$ cat src/rtl/ctrl_pkg.sv
// ctrl_pkg: state encoding, opcode/funct constants and mux/alu codes for the multicycle controller
package ctrl_pkg;
  localparam logic [3:0] s_fetch1 = 4'd0, s_fetch2 = 4'd1, s_fetch3 = 4'd2, s_fetch4 = 4'd3;
  localparam logic [3:0] s_decode = 4'd4, s_memadr = 4'd5, s_lbrd = 4'd6, s_lbwr = 4'd7;
  localparam logic [3:0] s_sbwr = 4'd8, s_rtypeex = 4'd9, s_rtypewr = 4'd10, s_beqex = 4'd11;
  localparam logic [3:0] s_jex = 4'd12, s_addiex = 4'd13, s_addiwr = 4'd14;
  localparam logic [5:0] op_lb = 6'b100000, op_sb = 6'b101000, op_rtype = 6'b000000;
  localparam logic [5:0] op_beq = 6'b000100, op_j = 6'b000010, op_addi = 6'b001000;
  localparam logic [5:0] fn_add = 6'b100000, fn_sub = 6'b100010, fn_and = 6'b100100;
  localparam logic [5:0] fn_or = 6'b100101, fn_slt = 6'b101010;
  localparam logic [1:0] aluop_add = 2'b00, aluop_sub = 2'b01, aluop_fn = 2'b10;
  localparam logic [1:0] srcb_b = 2'b00, srcb_one = 2'b01, srcb_imm = 2'b10, srcb_imm4 = 2'b11;
  localparam logic [1:0] pc_alu = 2'b00, pc_aluout = 2'b01, pc_jump = 2'b10;
  localparam logic [2:0] ac_add = 3'b010, ac_sub = 3'b110, ac_and = 3'b000, ac_or = 3'b001, ac_slt = 3'b111;
endpackage

$ cat src/rtl/alu_ctrl.sv
// alu_ctrl: maps aluop and R-type funct to the ALU control code
module alu_ctrl
  import ctrl_pkg::*;
(
  input  logic [1:0] aluop,
  input  logic [5:0] funct,
  output logic [2:0] alucont
);
  always_comb begin
    alucont = aluop == aluop_sub ? ac_sub :
              aluop != aluop_fn  ? ac_add :
              funct == fn_sub    ? ac_sub :
              funct == fn_and    ? ac_and :
              funct == fn_or     ? ac_or  :
              funct == fn_slt    ? ac_slt : ac_add;
  end
endmodule

$ cat src/rtl/mc_controller.sv
// mc_controller: multicycle control FSM for the 8-bit MIPS datapath
// Optional ADDI support is enabled by defining CTRL_ADDI_EN.
module mc_controller
  import ctrl_pkg::*;
(
  input  logic       clk,
  input  logic       rst_n,
  input  logic [5:0] op,
  input  logic [5:0] funct,
  input  logic       zero,
  output logic       memread,
  output logic       memwrite,
  output logic       iord,
  output logic [3:0] irwrite,
  output logic       alusrca,
  output logic [1:0] alusrcb,
  output logic [1:0] pcsrc,
  output logic       pcen,
  output logic       regwrite,
  output logic       regdst,
  output logic       memtoreg,
  output logic [2:0] alucont,
  output logic       done
);
  logic [3:0] state;
  logic [1:0] aluop;
  logic [3:0] irw;
  logic       mw, pw, br, rw, dn;
  always_ff @(posedge clk or negedge rst_n) begin
    if (!rst_n) state <= s_fetch1;
    else begin
      case (state)
        s_fetch1, s_fetch2, s_fetch3: state <= state + 4'd1;
        s_fetch4:  state <= s_decode;
        s_decode:  state <= (op == op_lb || op == op_sb) ? s_memadr :
                            op == op_rtype ? s_rtypeex :
                            op == op_beq   ? s_beqex :
                            op == op_j     ? s_jex :
`ifdef CTRL_ADDI_EN
                            op == op_addi  ? s_addiex :
`endif
                            s_fetch1;
        s_memadr:  state <= op == op_lb ? s_lbrd : s_sbwr;
        s_lbrd:    state <= s_lbwr;
        s_rtypeex: state <= s_rtypewr;
`ifdef CTRL_ADDI_EN
        s_addiex:  state <= s_addiwr;
`endif
        default:   state <= s_fetch1;
      endcase
    end
  end
  always_comb begin
    memread = 1'b0;
    iord = 1'b0;
    irw = 4'b0000;
    alusrca = 1'b0;
    alusrcb = srcb_b;
    pcsrc = pc_alu;
    aluop = aluop_add;
    regdst = 1'b0;
    memtoreg = 1'b0;
    mw = 1'b0;
    pw = 1'b0;
    br = 1'b0;
    rw = 1'b0;
    dn = 1'b0;
    case (state)
      s_fetch1, s_fetch2, s_fetch3, s_fetch4: begin
        memread = 1'b1;
        irw = 4'b0001 << state[1:0];
        alusrcb = srcb_one;
        pw = 1'b1;
      end
      s_decode: alusrcb = srcb_imm4;
      s_memadr: begin
        alusrca = 1'b1;
        alusrcb = srcb_imm;
      end
      s_lbrd: begin
        memread = 1'b1;
        iord = 1'b1;
      end
      s_lbwr: begin
        rw = 1'b1;
        memtoreg = 1'b1;
        dn = 1'b1;
      end
      s_sbwr: begin
        mw = 1'b1;
        iord = 1'b1;
        dn = 1'b1;
      end
      s_rtypeex: begin
        alusrca = 1'b1;
        aluop = aluop_fn;
      end
      s_rtypewr: begin
        rw = 1'b1;
        regdst = 1'b1;
        dn = 1'b1;
      end
      s_beqex: begin
        alusrca = 1'b1;
        aluop = aluop_sub;
        br = 1'b1;
        pcsrc = pc_aluout;
        dn = 1'b1;
      end
      s_jex: begin
        pw = 1'b1;
        pcsrc = pc_jump;
        dn = 1'b1;
      end
`ifdef CTRL_ADDI_EN
      s_addiex: begin
        alusrca = 1'b1;
        alusrcb = srcb_imm;
      end
      s_addiwr: begin
        rw = 1'b1;
        dn = 1'b1;
      end
`endif
      default: ;
    endcase
  end
  // write strobes are held off while reset is asserted so an aborted instruction leaves no trace
  assign memwrite = rst_n & mw;
  assign irwrite  = {4{rst_n}} & irw;
  assign pcen     = rst_n & (pw | (br & zero));
  assign regwrite = rst_n & rw;
  assign done     = rst_n & dn;
  alu_ctrl u_alu_ctrl (
    .aluop  (aluop),
    .funct  (funct),
    .alucont(alucont)
  );
endmodule

$ cat config.mk
export PLATFORM = sky130hd
export DESIGN_NAME = mc_controller
export DESIGN_NICKNAME = d
export VERILOG_FILES = /design/src/rtl/ctrl_pkg.sv /design/src/rtl/alu_ctrl.sv /design/src/rtl/mc_controller.sv
export SDC_FILE = /design/constraint.sdc
export NUM_CORES = 1
export LEC_CHECK = 0
export CAP_MARGIN = 25
export CORE_AREA = 2 2 39 41
export CTS_CLUSTER_DIAMETER = 30
export DETAILED_ROUTE_END_ITERATION = 8
export DIE_AREA = 0 0 41 43
export DONT_BUFFER_PORTS = 1
export PLACE_DENSITY = 0.74
export SYNTH_ARGS = -nofsm -noshare
export SYNTH_HDL_FRONTEND = slang
export SYNTH_HIERARCHICAL = 1
export SYNTH_SLANG_ARGS = --single-unit
export TNS_END_PERCENT = 100
$ cat constraint.sdc
create_clock -name clk -period 1.9 [get_ports clk]
set_clock_uncertainty 0.2 [all_clocks]
set_input_delay 0.38 -clock clk [delete_from_list [all_inputs] [get_ports clk]]
set_output_delay 0.38 -clock clk [all_outputs]
set_load 0.005 [all_outputs]
==> out/results.ini <==
[grt]
antenna_found_initial=0
grt_pass1_vias=646
grt_max_degree=12
grt_usage=0.2361
grt-ovfl-total=0
grt_first_pass_wirelength_microns=2794

[worst_hold_path]
worstHoldStart=op[2]
min_path_type=in -> reg
worstHoldEndpoint=state[2]
min_path_cells=1

[placed_design]
place_area_sq_um=773.2
numPortBuffers=0
dp_hpwl_microns=1339
gp_congestion=0.7570

[synth]
yosys_warnings=6
synth_nets=108
synth-seq-cells=4
ys_seq_area_frac=0.1490
syn_inst=89
yosys.cell_types.count=36
syn_area_sq_um=671.9
synth_area_per_cell_sq_um=7.549

[setup_path]
critical_path.slowest_cell=or4_4
max_stage_delay_ns=0.52
critPathMaxFanout=3
cp-end-kind=primary output
critPathLaunchType=flip-flop
r2r-end=state[1]
worst-r2r-cell-count=7
arrival_ns=1.68
worstSetupPathType=reg -> out
ff2ff_setup_slack_ns=0.09
critPathBufInv=1
r2r-start=state[0]
path_delay_family=simple AND/OR/NAND/NOR gates
crit_chain=inv_2 > ha_4 > or4_4 > a21oi_2 > a21oi_1
cp.required_ns=1.32
cp_num_cells=5

[timing]
finalCriticalPeriod_ns=2.262
hold_violations=0
finalCritPeriodShare=1.191
setup_ws_ns=-0.3622
rsz0062_at_grt=true
tightest_slew_ns=0.2558
slew_viol_final=0
max-slew-margin-rel=0.8293
final-setup-viol-count=9
max_freq_mhz=442.1

[cts]
clk_pin_slew_ns=0.04
clock_latency_ns=0.23
htree_levels=1
cts_buffers=3
cts.sinks=4
cts_tree=built
ctsLongestPathBuffers=2
cts_root_buffer=clkbuf_4

[power]
p_per_area_nw_per_um2=1532
power_leakage_nw=0.3791
ir_drop_mv=0.6376

[floorplan]
die_h_microns=43
start_util=0.4855
core_area_sq_um=1384
std_cell_rows=14
floorplan.die.width_microns=41
ios=35
fp.dieArea_sq_um=1763

[layout]
design_area_sq_um=893.4
nNetsFinal=123
largest_register_ffs=4
utilization=0.6456
largestRegisters=state: 4 flops
diodes=0
fill_cells=119
final_common_cell=buf_4
drive_gt1_frac=0.4314
area_delta_synth_final_pct=32.96
final_cell_mix=buf_4, nor2_1, inv_1
largest_register=state

[route]
ant_nets=0
drcViolationCount=0
vias_per_cell=6.305
route.detailed.wl_per_inst_microns=16.31
vias=744
drt_iter0_markers=18
dr.pass1.iters=4
wl_microns=1925

[status]
status=finished with violations
violations=setup timing

[run]
drv_cap=0

==> through the flow <==
step           instances  setup TNS, ns  hold WS (ns)  setup WS [ns]  power (W)
4_1_cts              118         -1.478       0.08654        -0.2881   0.001260
3_3_place_gp         112       -0.02909       -0.1154       -0.02825   0.001036
5_1_grt              118         -2.226        0.1126        -0.4078   0.001487
3_5_place_dp         112       -0.06053       -0.1154       -0.04319   0.001049
2_1_floorplan         89      -0.001642       -0.1156      -0.001642  0.0008195
6_report             118         -1.545       0.09005        -0.3622   0.001369
==> worst max-delay path by stage <==
| stage | startpoint | to | slack, ns |
|---|---|---|---|
| after floorplan | state[0] | pcen | -0.002 |
| after global placement | state[1] | pcen | -0.03 |
| after detailed placement | state[1] | pcen | -0.04 |
| after CTS | state[0] | pcen | -0.29 |
| after global routing | state[0] | pcen | -0.41 |
| final | state[0] | pcen | -0.36 |
==> power by group <==
part	internal (W)	total (W)	switching [W]
Clock	0.0000703	0.000101	0.0000305
Combinational	0.000555	0.00110	0.000550
Sequential	0.000127	0.000163	0.0000354
==> area by class of cell <==
cell class                 instances  area (sq um)  area share
tap                               16         20.02     0.02241
multi-input combinational         72         589.3      0.6597
timing repair buffer              16         133.9      0.1499
clock buffer                       3         22.52     0.02521
inverter                           7         26.28     0.02941
sequential                         4         101.3      0.1134
==> kinds of logic after synthesis <==
logic type	synth area share
and+or+nand+nor	0.4469
DFF	0.1490
adders and majority gates	0.07449
muxes	0.01490
buffers and inverters	0.1006
AOI/OAI and AO/OA	0.2142
==> timing repair <==
| item | 4_1_cts | 5_1_grt |
|---|---|---|
| hold endpoints to repair | 4 | 0 |
| buffers inserted | 2 | 0 |
| resized for setup | 11 | 8 |
| pin swaps | 2 | 2 |
| setup endpoints to repair | 11 | 15 |
| hold buffers | 1 | 0 |
==> cells in the mapped netlist, drive strengths merged <==
cell     instances  area share
nand3            3       0.022
o211ai           1       0.011
nand2b           3       0.028
and4bb           3       0.056
nor3b            3       0.050
nand2            3       0.017
a41oi            1       0.013
a2bb2oi          1       0.013
nand3b           2       0.022
ha               4       0.074
a311oi           1       0.013
nor2            10       0.056
a21oi            6       0.045
dfrtp            4        0.15
o221ai           3       0.039
buf              5       0.056
nor2b            3       0.028
and2             5       0.047
mux2i            1       0.015
a311o            1       0.015
o21ai            2       0.015
or3              3       0.032
o21a             2       0.022
nand4            1      0.0093
nor3             1      0.0074
o21ba            1       0.015
clkbuf           1      0.0056
a22o             1       0.013
or4              1       0.011
inv              7       0.039
and3             6       0.061
==> per-layer routing <==
layer | GRT usage | wire length [microns] | vias to the layer above | part of all wire
met5 | 0 | 0 | - | 0
met4 | 0.08667 | 21 | 0 | 0.011
met3 | 0.04712 | 90 | 4 | 0.047
met2 | 0.3906 | 1053 | 34 | 0.55
met1 | 0.2843 | 760 | 351 | 0.39
li1 | - | - | 355 | -
Power figures use the tool's default switching activity.
